===== src/rtl/instr_fetch_unit.sv =====
// ----------------------------------------------------------------------------
// instr_fetch_unit
//
// RV32 instruction fetch stage. Owns the fetch PC, issues in-order word
// requests to instruction memory, buffers returned words together with their
// PC in a small FIFO, and hands them to decode over a valid/ready handshake.
// A taken BEQ or a JAL consumed at the head redirects the fetch PC, flushes
// the FIFO and discards every response still in flight for the old path.
//
// Ports:
//   clk, rst_n          clock, asynchronous active-low reset
//   imem_req_valid/ready/addr   request channel to instruction memory
//   imem_rsp_valid/data         in-order response channel (one per request)
//   instr_valid/ready           head-of-FIFO handshake towards decode
//   instr, instr_pc, instr_pc_plus4   head word, its PC and PC+4 (JAL link)
//   pc_src              00/11 sequential, 01 taken branch, 10 JAL
//   imm_ext             sign-extended immediate of the head instruction
// ----------------------------------------------------------------------------
module instr_fetch_unit #(
    parameter logic [31:0] RESET_PC   = 32'h0000_0000,
    parameter int          FIFO_DEPTH = 4
) (
    input  logic        clk,
    input  logic        rst_n,
    output logic        imem_req_valid,
    input  logic        imem_req_ready,
    output logic [31:0] imem_req_addr,
    input  logic        imem_rsp_valid,
    input  logic [31:0] imem_rsp_data,
    output logic        instr_valid,
    input  logic        instr_ready,
    output logic [31:0] instr,
    output logic [31:0] instr_pc,
    output logic [31:0] instr_pc_plus4,
    input  logic [1:0]  pc_src,
    input  logic [31:0] imm_ext
);

    localparam int AW = $clog2(FIFO_DEPTH);
    localparam int CW = AW + 1;
    localparam logic [CW:0] DEPTH_W = (CW+1)'(FIFO_DEPTH);

    typedef struct packed {
        logic [31:0] word;
        logic [31:0] pc;
    } entry_t;

    entry_t        fifo_mem [FIFO_DEPTH];
    logic [AW-1:0] rd_ptr, wr_ptr;
    logic [CW-1:0] fifo_count;
    logic [CW-1:0] outstanding;
    logic [CW-1:0] discard;
    logic [31:0]   fetch_pc;
    // PC of the next response that will be kept. Kept responses are always
    // sequential from the last redirect (or reset), so one counter replaces
    // a per-request PC queue.
    logic [31:0]   rsp_pc;

    logic          accept, pop, redirect, push;
    logic [CW-1:0] outstanding_next;
    logic [CW:0]   credits_used;
    logic [31:0]   target;
    entry_t        head;

    // Credit cap covers buffered plus in-flight words, so a response always
    // has a FIFO slot. Built from registered state only.
    assign credits_used   = {1'b0, fifo_count} + {1'b0, outstanding};
    assign imem_req_valid = rst_n && (credits_used < DEPTH_W);
    assign imem_req_addr  = fetch_pc;

    assign head           = fifo_mem[rd_ptr];
    assign instr_valid    = (fifo_count != '0);
    // Outputs forced to zero when empty so reset presents all-zero values.
    assign instr          = instr_valid ? head.word : '0;
    assign instr_pc       = instr_valid ? head.pc : '0;
    assign instr_pc_plus4 = instr_valid ? head.pc + 32'd4 : '0;

    assign accept   = imem_req_valid & imem_req_ready;
    assign pop      = instr_valid & instr_ready;
    assign redirect = pop & ((pc_src == 2'b01) || (pc_src == 2'b10));
    // A response landing in the redirect cycle is old-path data: never pushed.
    assign push     = imem_rsp_valid & (discard == '0) & ~redirect;

    assign outstanding_next = outstanding + CW'(accept) - CW'(imem_rsp_valid);
    assign target           = (head.pc + imm_ext) & ~32'h3;

    // PC and in-flight bookkeeping
    always_ff @(posedge clk or negedge rst_n) begin
        if (!rst_n) begin
            fetch_pc    <= RESET_PC;
            rsp_pc      <= RESET_PC;
            outstanding <= '0;
            discard     <= '0;
        end else begin
            outstanding <= outstanding_next;
            if (redirect) begin
                fetch_pc <= target;
                rsp_pc   <= target;
                // Everything still in flight after this cycle, including a
                // request accepted right now, belongs to the old path.
                discard  <= outstanding_next;
            end else begin
                if (accept) fetch_pc <= fetch_pc + 32'd4;
                if (push)   rsp_pc   <= rsp_pc + 32'd4;
                if (imem_rsp_valid && (discard != '0)) discard <= discard - CW'(1);
            end
        end
    end

    // FIFO control
    always_ff @(posedge clk or negedge rst_n) begin
        if (!rst_n) begin
            rd_ptr     <= '0;
            wr_ptr     <= '0;
            fifo_count <= '0;
        end else if (redirect) begin
            // Head is consumed by the redirecting pop; the rest is wrong path.
            rd_ptr     <= '0;
            wr_ptr     <= '0;
            fifo_count <= '0;
        end else begin
            if (push) wr_ptr <= wr_ptr + AW'(1);
            if (pop)  rd_ptr <= rd_ptr + AW'(1);
            fifo_count <= fifo_count + CW'(push) - CW'(pop);
        end
    end

    // FIFO storage: no reset needed, outputs are masked by instr_valid.
    always_ff @(posedge clk) begin
        if (push) fifo_mem[wr_ptr] <= {imem_rsp_data, rsp_pc};
    end

endmodule

===== config.mk =====
export PLATFORM = sky130hd
export DESIGN_NAME = instr_fetch_unit
export DESIGN_NICKNAME = d
export VERILOG_FILES = /design/src/rtl/instr_fetch_unit.sv
export SDC_FILE = /design/constraint.sdc
export NUM_CORES = 1
export LEC_CHECK = 0
export CAP_MARGIN = 30
export CORE_MARGIN = 5
export CORE_UTILIZATION = 50
export CTS_CLUSTER_SIZE = 16
export DETAILED_ROUTE_END_ITERATION = 8
export PLACE_DENSITY_LB_ADDON = 0.12
export SYNTH_ARGS = -nofsm -noshare
export SYNTH_HDL_FRONTEND = slang
export SYNTH_SLANG_ARGS = --single-unit

===== constraint.sdc =====
create_clock -name clk -period 10.1 [get_ports clk]
set_input_delay 3.03 -clock clk [delete_from_list [all_inputs] [get_ports clk]]
set_output_delay 3.03 -clock clk [all_outputs]
set_load 0.05 [all_outputs]

### Word level (Yosys, flattened, before mapping)

Memory sizes are Yosys's and may differ from the RTL's.
Index checks and enable logic that the tools add are counted.

* register bits after elaboration: 77
* RAM bits: 256
* input port bits: 71
* memories kept: 1

* add/sub/neg operators: 12
* $lt $le $gt $ge: 1
* eq/ne operators: 2
* mux-type cells: 16
* bitwise logic cells: 6
* reductions and logical operators: 10

Memory list
* fifo_mem: depth 4, width 64, rd ports 1, clocked after memory_dff 0, write ports 1, line 48 `entry_t fifo_mem [FIFO_DEPTH];`

Operators by type and width (number)
* two-way mux 32 bit: 7
* adder 32 x 3 -> 32 bit, second input constant: 3
* adder 32 bit: 1
* two-way mux 3 bit: 3
* two-way mux 2 bit: 4
* nonzero test 2 bit: 4
* adder 3 x 1 -> 3 bit: 2
* nonzero test 3 bit: 2
* subtractor 3 x 1 -> 3 bit: 2
* AND 1 bit: 5
* adder 2 x 1 -> 2 bit, second input constant: 2
* adder 3 x 3 -> 4 bit: 1
* less-than comparator 4 x 3 -> 1 bit, second input constant: 1
* logical NOT 3 bit: 1
* subtractor 3 x 1 -> 3 bit, second input constant: 1
* == test 2 x 1 -> 1 bit, second input constant: 1
* == test 2 bit, second input constant: 1
* logical AND 1 bit: 2
* two-way mux 1 bit: 2
* logical OR 1 bit: 1
* NOT 1 bit: 1

### Logic depth before layout (Yosys ltp)

* word-level depth: 8
* depth in mapped cells: 16

### Worst setup path after synthesis

No wires, ideal clock.

* kind: input -> output
* from: input rst_n
* to: output imem_req_valid
* arrival: 3.718 ns
* required time: 7.070 ns
* slack: 3.352 ns
* stages: 2
* buffers on the path: 0
* cell sequence: nor4b_1 -> and2_1

* word-level cells in the longest chain between the ends: 1

Ends and longest elaborated chain
* from (decl): line 24 `input logic rst_n,`
* logical AND 1 bit: line 68 `assign imem_req_valid = rst_n && (credits_used < DEPTH_W);`
* to (decl): line 25 `output logic imem_req_valid,`

Every way passes these cells.

### Worst setup path after layout

* from: register rd_ptr[1]
* to: output instr_pc_plus4[21]

* word-level cells in the longest chain between the ends: 3

Ends and longest elaborated chain
* from (decl): line 49 `logic [AW-1:0] rd_ptr, wr_ptr;`
* from (signal assigned): line 123 `if (pop) rd_ptr <= rd_ptr + AW'(1);`
* memory (4 x 64 bit)
* adder 32 x 3 -> 32 bit: line 76 `assign instr_pc_plus4 = instr_valid ? head.pc + 32'd4 : '0;`
* two-way mux 32 bit: line 76
* to (decl): line 34 `output logic [31:0] instr_pc_plus4,`

Every way passes these cells.

==> results.md <==
* Status: finished clean
* Wire per inst at 20.72 um
* Syn avg cell area at 13.29 um2
* # IOs at 201
* DRT iter0 DRCs at 670
* RSZ-0062 raised after global routing: no
* CP startpoint kind: flip-flop
* Part of the cycle the worst path needs at 78.43%
* Max Cap Viol at 0
* Postcts setup bufs at 0
* Fraction of layout instances using a drive strength above 1 at 10.21%
* Critical Path, Cell by Cell: buf_4, mux4_2, nand3_4, nor4_4, or3b_1, or3_1, a21oi_1, clkdlybuf4s50_1
* Die height at 187.4 um
* Clock-pin slew on the worst setup and hold paths at 0.07 ns
* Leak Pwr at 6.614 nW
* CP delay by family, top: simple AND/OR/NAND/NOR gates
* First-pass GRT wire length at 59,090 um
* Max Fanout on Critical Path at 32
* FFs w/ async S/R, synth at 22.74%
* Clk root buf: clkbuf_16
* Max-slew violations at 0
* Largest net degree at the start of global routing at 63
* Antenna cells at 0
* Fin Hold WS at 0.5549 ns
* GRT overflow at 0
* Cells after Synth at 1,184
* CP max stage delay at 0.93 ns
* Setup CP Type: reg2out
* FP Rows at 65
* CP required at 7.07 ns
* Initial core utilization at 50.26%
* CTS H-tree depth at 2
* Final hold violation count at 0
* Final Routed Wirelength at 37,340 um
* Inserted Clock Buffers at 36
* DRC violations left at 0
* Setup TNS after final layout at 0 ns
* Origin of the critical flop-to-flop path: rd_ptr[0]
* Commonest non-fill, non-tap cell in the layout: edfxtp_1
* Class of the worst hold path: reg2reg
* Synth unique cells at 72
* Critical path arrival at 4.89 ns
* Initial antenna violation count at 0
* Setup Skew at 0.01887 ns
* Filler Cells Inserted at 2,427
* Yosys reg bits at 321
* Clk buf depth at 3
* Nets at 1,493
* Critical Path Source: rd_ptr[1]
* Vias per cell at 5.778
* DR pass1 iterations at 5
* Final setup fails at 0
* Core footprint at 0.03131 mm2
* RR Endpoint: imem_req_addr[31]
* Critical path endpoint: instr_pc_plus4[21]
* Critical path capture point type: output port
* HPWL Detailed at 25,080 um
* Clk_lat worst skew at 0.51 ns
* CTS Sinks at 321
* Cell Pwr Density at 360.4 mW/mm2
* YS warnings at 0
* Primary FF master, synth: edfxtp_1
* Worst-Margin Slew at 0.9705 ns
* Fmax at 126.2 MHz
* Synthesized cell area at 0.01574 mm2
* Fin crit period at 7.921 ns
* Hold_buf cts at 0
* Synthesis-to-finish area growth at 21.39%
* Slew headroom at 35.30%
* Die area at 0.03512 mm2
* R2R depth at 9
* IO Port Bufs at 192
* Gpl congestion at 0.8979
* Reg area at 0.009279 mm2
* Vias at 10.41k
* Sequential share of the synthesized area at 58.93%
* Post-CTS sizing at 0
* CP max-delay cell: dfrtp_2
* FF-to-FF setup slack at 5.19 ns
* Commonest non-fill, non-tap cells in the layout: edfxtp_1, clkdlybuf4s50_1, nor2_1, nand2_1, a21oi_1
* Vias in the first global route at 10.55k
* CP Buf/Inv Count at 2
* Post-synth EDFFs at 248
* Post-DRT Antenna Nets at 0
* Peak supply drop at 0.2267 mV
* GRT Resource Usage Total at 21.10%
* CTS tree: built
* Multi-input gate area at 0.006102 mm2
* Cell count along the critical path at 8
* Die X at 187.4 um
==> flip-flops by register name, indices dropped and copies added, names as in the netlist <==
| name | flops |
|---|---|
| fifo_count | 3 |
| rd_ptr | 2 |
| fifo_mem | 248 |
| imem_req_addr | 30 |
| outstanding | 3 |
| wr_ptr | 2 |
| rsp_pc | 30 |
| discard | 3 |
==> final cells by class <==
cell class	instances	area share, %
Sequential cell	321	48.57
Timing Repair Buffer	203	10.47
Clock inverter	17	0.8842
Tap cell	402	2.633
Inverter	25	0.4978
Clock buffer	45	5.004
Multi-Input combinational cell	789	31.94
==> metrics by stage <==
stage / total power [mW] / setup WS (ns) / std cells / util [%] / cell area [um2]
global route: 7.255 / 1.915 / 1802 / 61.01 / 19100
detailed placement: 5.663 / 2.431 / 1740 / 57.42 / 17980
floorplan: 4.535 / 3.352 / 1189 / - / 15760
CTS: 6.938 / 2.091 / 1802 / 61.01 / 19100
finish: 6.885 / 2.179 / 1802 / 61.01 / 19100
global placement: 5.633 / 2.455 / 1739 / 57.40 / 17970
==> synthesized netlist by cell type (all sizes together), types with 2 or more instances <==
cell | count | share of area, %
edfxtp | 248 | 47
nor2 | 89 | 2.1
nand2 | 82 | 2.0
a21oi | 78 | 2.5
dfrtp | 73 | 12
and2 | 64 | 2.6
mux4 | 62 | 9.0
xor2 | 51 | 2.8
ha | 44 | 3.5
nand3 | 42 | 1.5
xnor2 | 38 | 2.1
clkbuf | 32 | 0.85
o21ai | 32 | 1.0
and3 | 28 | 1.1
nand4 | 26 | 1.1
inv | 24 | 0.57
buf | 22 | 1.1
nor3 | 18 | 0.64
or3 | 15 | 0.60
nor4 | 13 | 0.65
o211ai | 11 | 0.52
a211oi | 9 | 0.46
and4 | 8 | 0.48
a31oi | 7 | 0.28
mux2i | 6 | 0.38
o21a | 6 | 0.29
a2bb2oi | 5 | 0.28
nand2b | 5 | 0.20
or4 | 5 | 0.24
a21o | 4 | 0.19
a21boi | 3 | 0.14
a41oi | 3 | 0.17
nor4b | 3 | 0.17
a2111oi | 2 | 0.11
a211o | 2 | 0.11
a311oi | 2 | 0.11
fa | 2 | 0.25
nand3b | 2 | 0.095
o21bai | 2 | 0.095
o22ai | 2 | 0.079
==> report_power, final <==
part           switching [mW]  leakage, nW  total (mW)  internal [mW]
clock                   0.503        0.553        1.25          0.749
sequential              0.299         3.08        2.01           1.71
combinational            2.32         2.98        3.62           1.29
==> kinds of logic after synthesis <==
kind of cell | share of synthesized area, %
other cells | 0.02383
compound gates | 6.686
simple gates | 13.67
buf+inv | 2.512
flops | 58.93
xor+xnor | 4.953
fa+ha+maj | 3.753
mux | 9.469
==> how the worst min path moves through the flow <==
stage	startpoint	end	slack [ns]	cells past startpoint
finish	rsp_pc[31]	fifo_mem[0][31]	0.55	0
detailed placement	rsp_pc[31]	fifo_mem[1][31]	0.53	0
global placement	outstanding[0]	outstanding[0]	0.54	1
floorplan	rsp_pc[31]	fifo_mem[0][31]	0.49	0
global route	outstanding[0]	outstanding[0]	0.58	1
CTS	outstanding[0]	outstanding[0]	0.56	1
==> worst reg2reg max path: stages (launching register included) <==
cell	delay (ns)
dfrtp_4	1.01
buf_4	0.58
mux4_2	0.69
ha_1	0.41
nand3_1	0.16
or4_1	0.54
a211oi_2	0.62
o21ai_0	0.33
and3_1	0.26
a211oi_1	0.23
==> per-layer routing <==
metal  track usage (%)  wire, um  vias up
met5                 0         0        -
met1             30.87     16930     5149
met4             4.320       596        0
met2             34.12     17630      359
li1                  -         -     4859
met3             3.210      2193       45
Note: power is estimated with default switching activity, not from simulation.
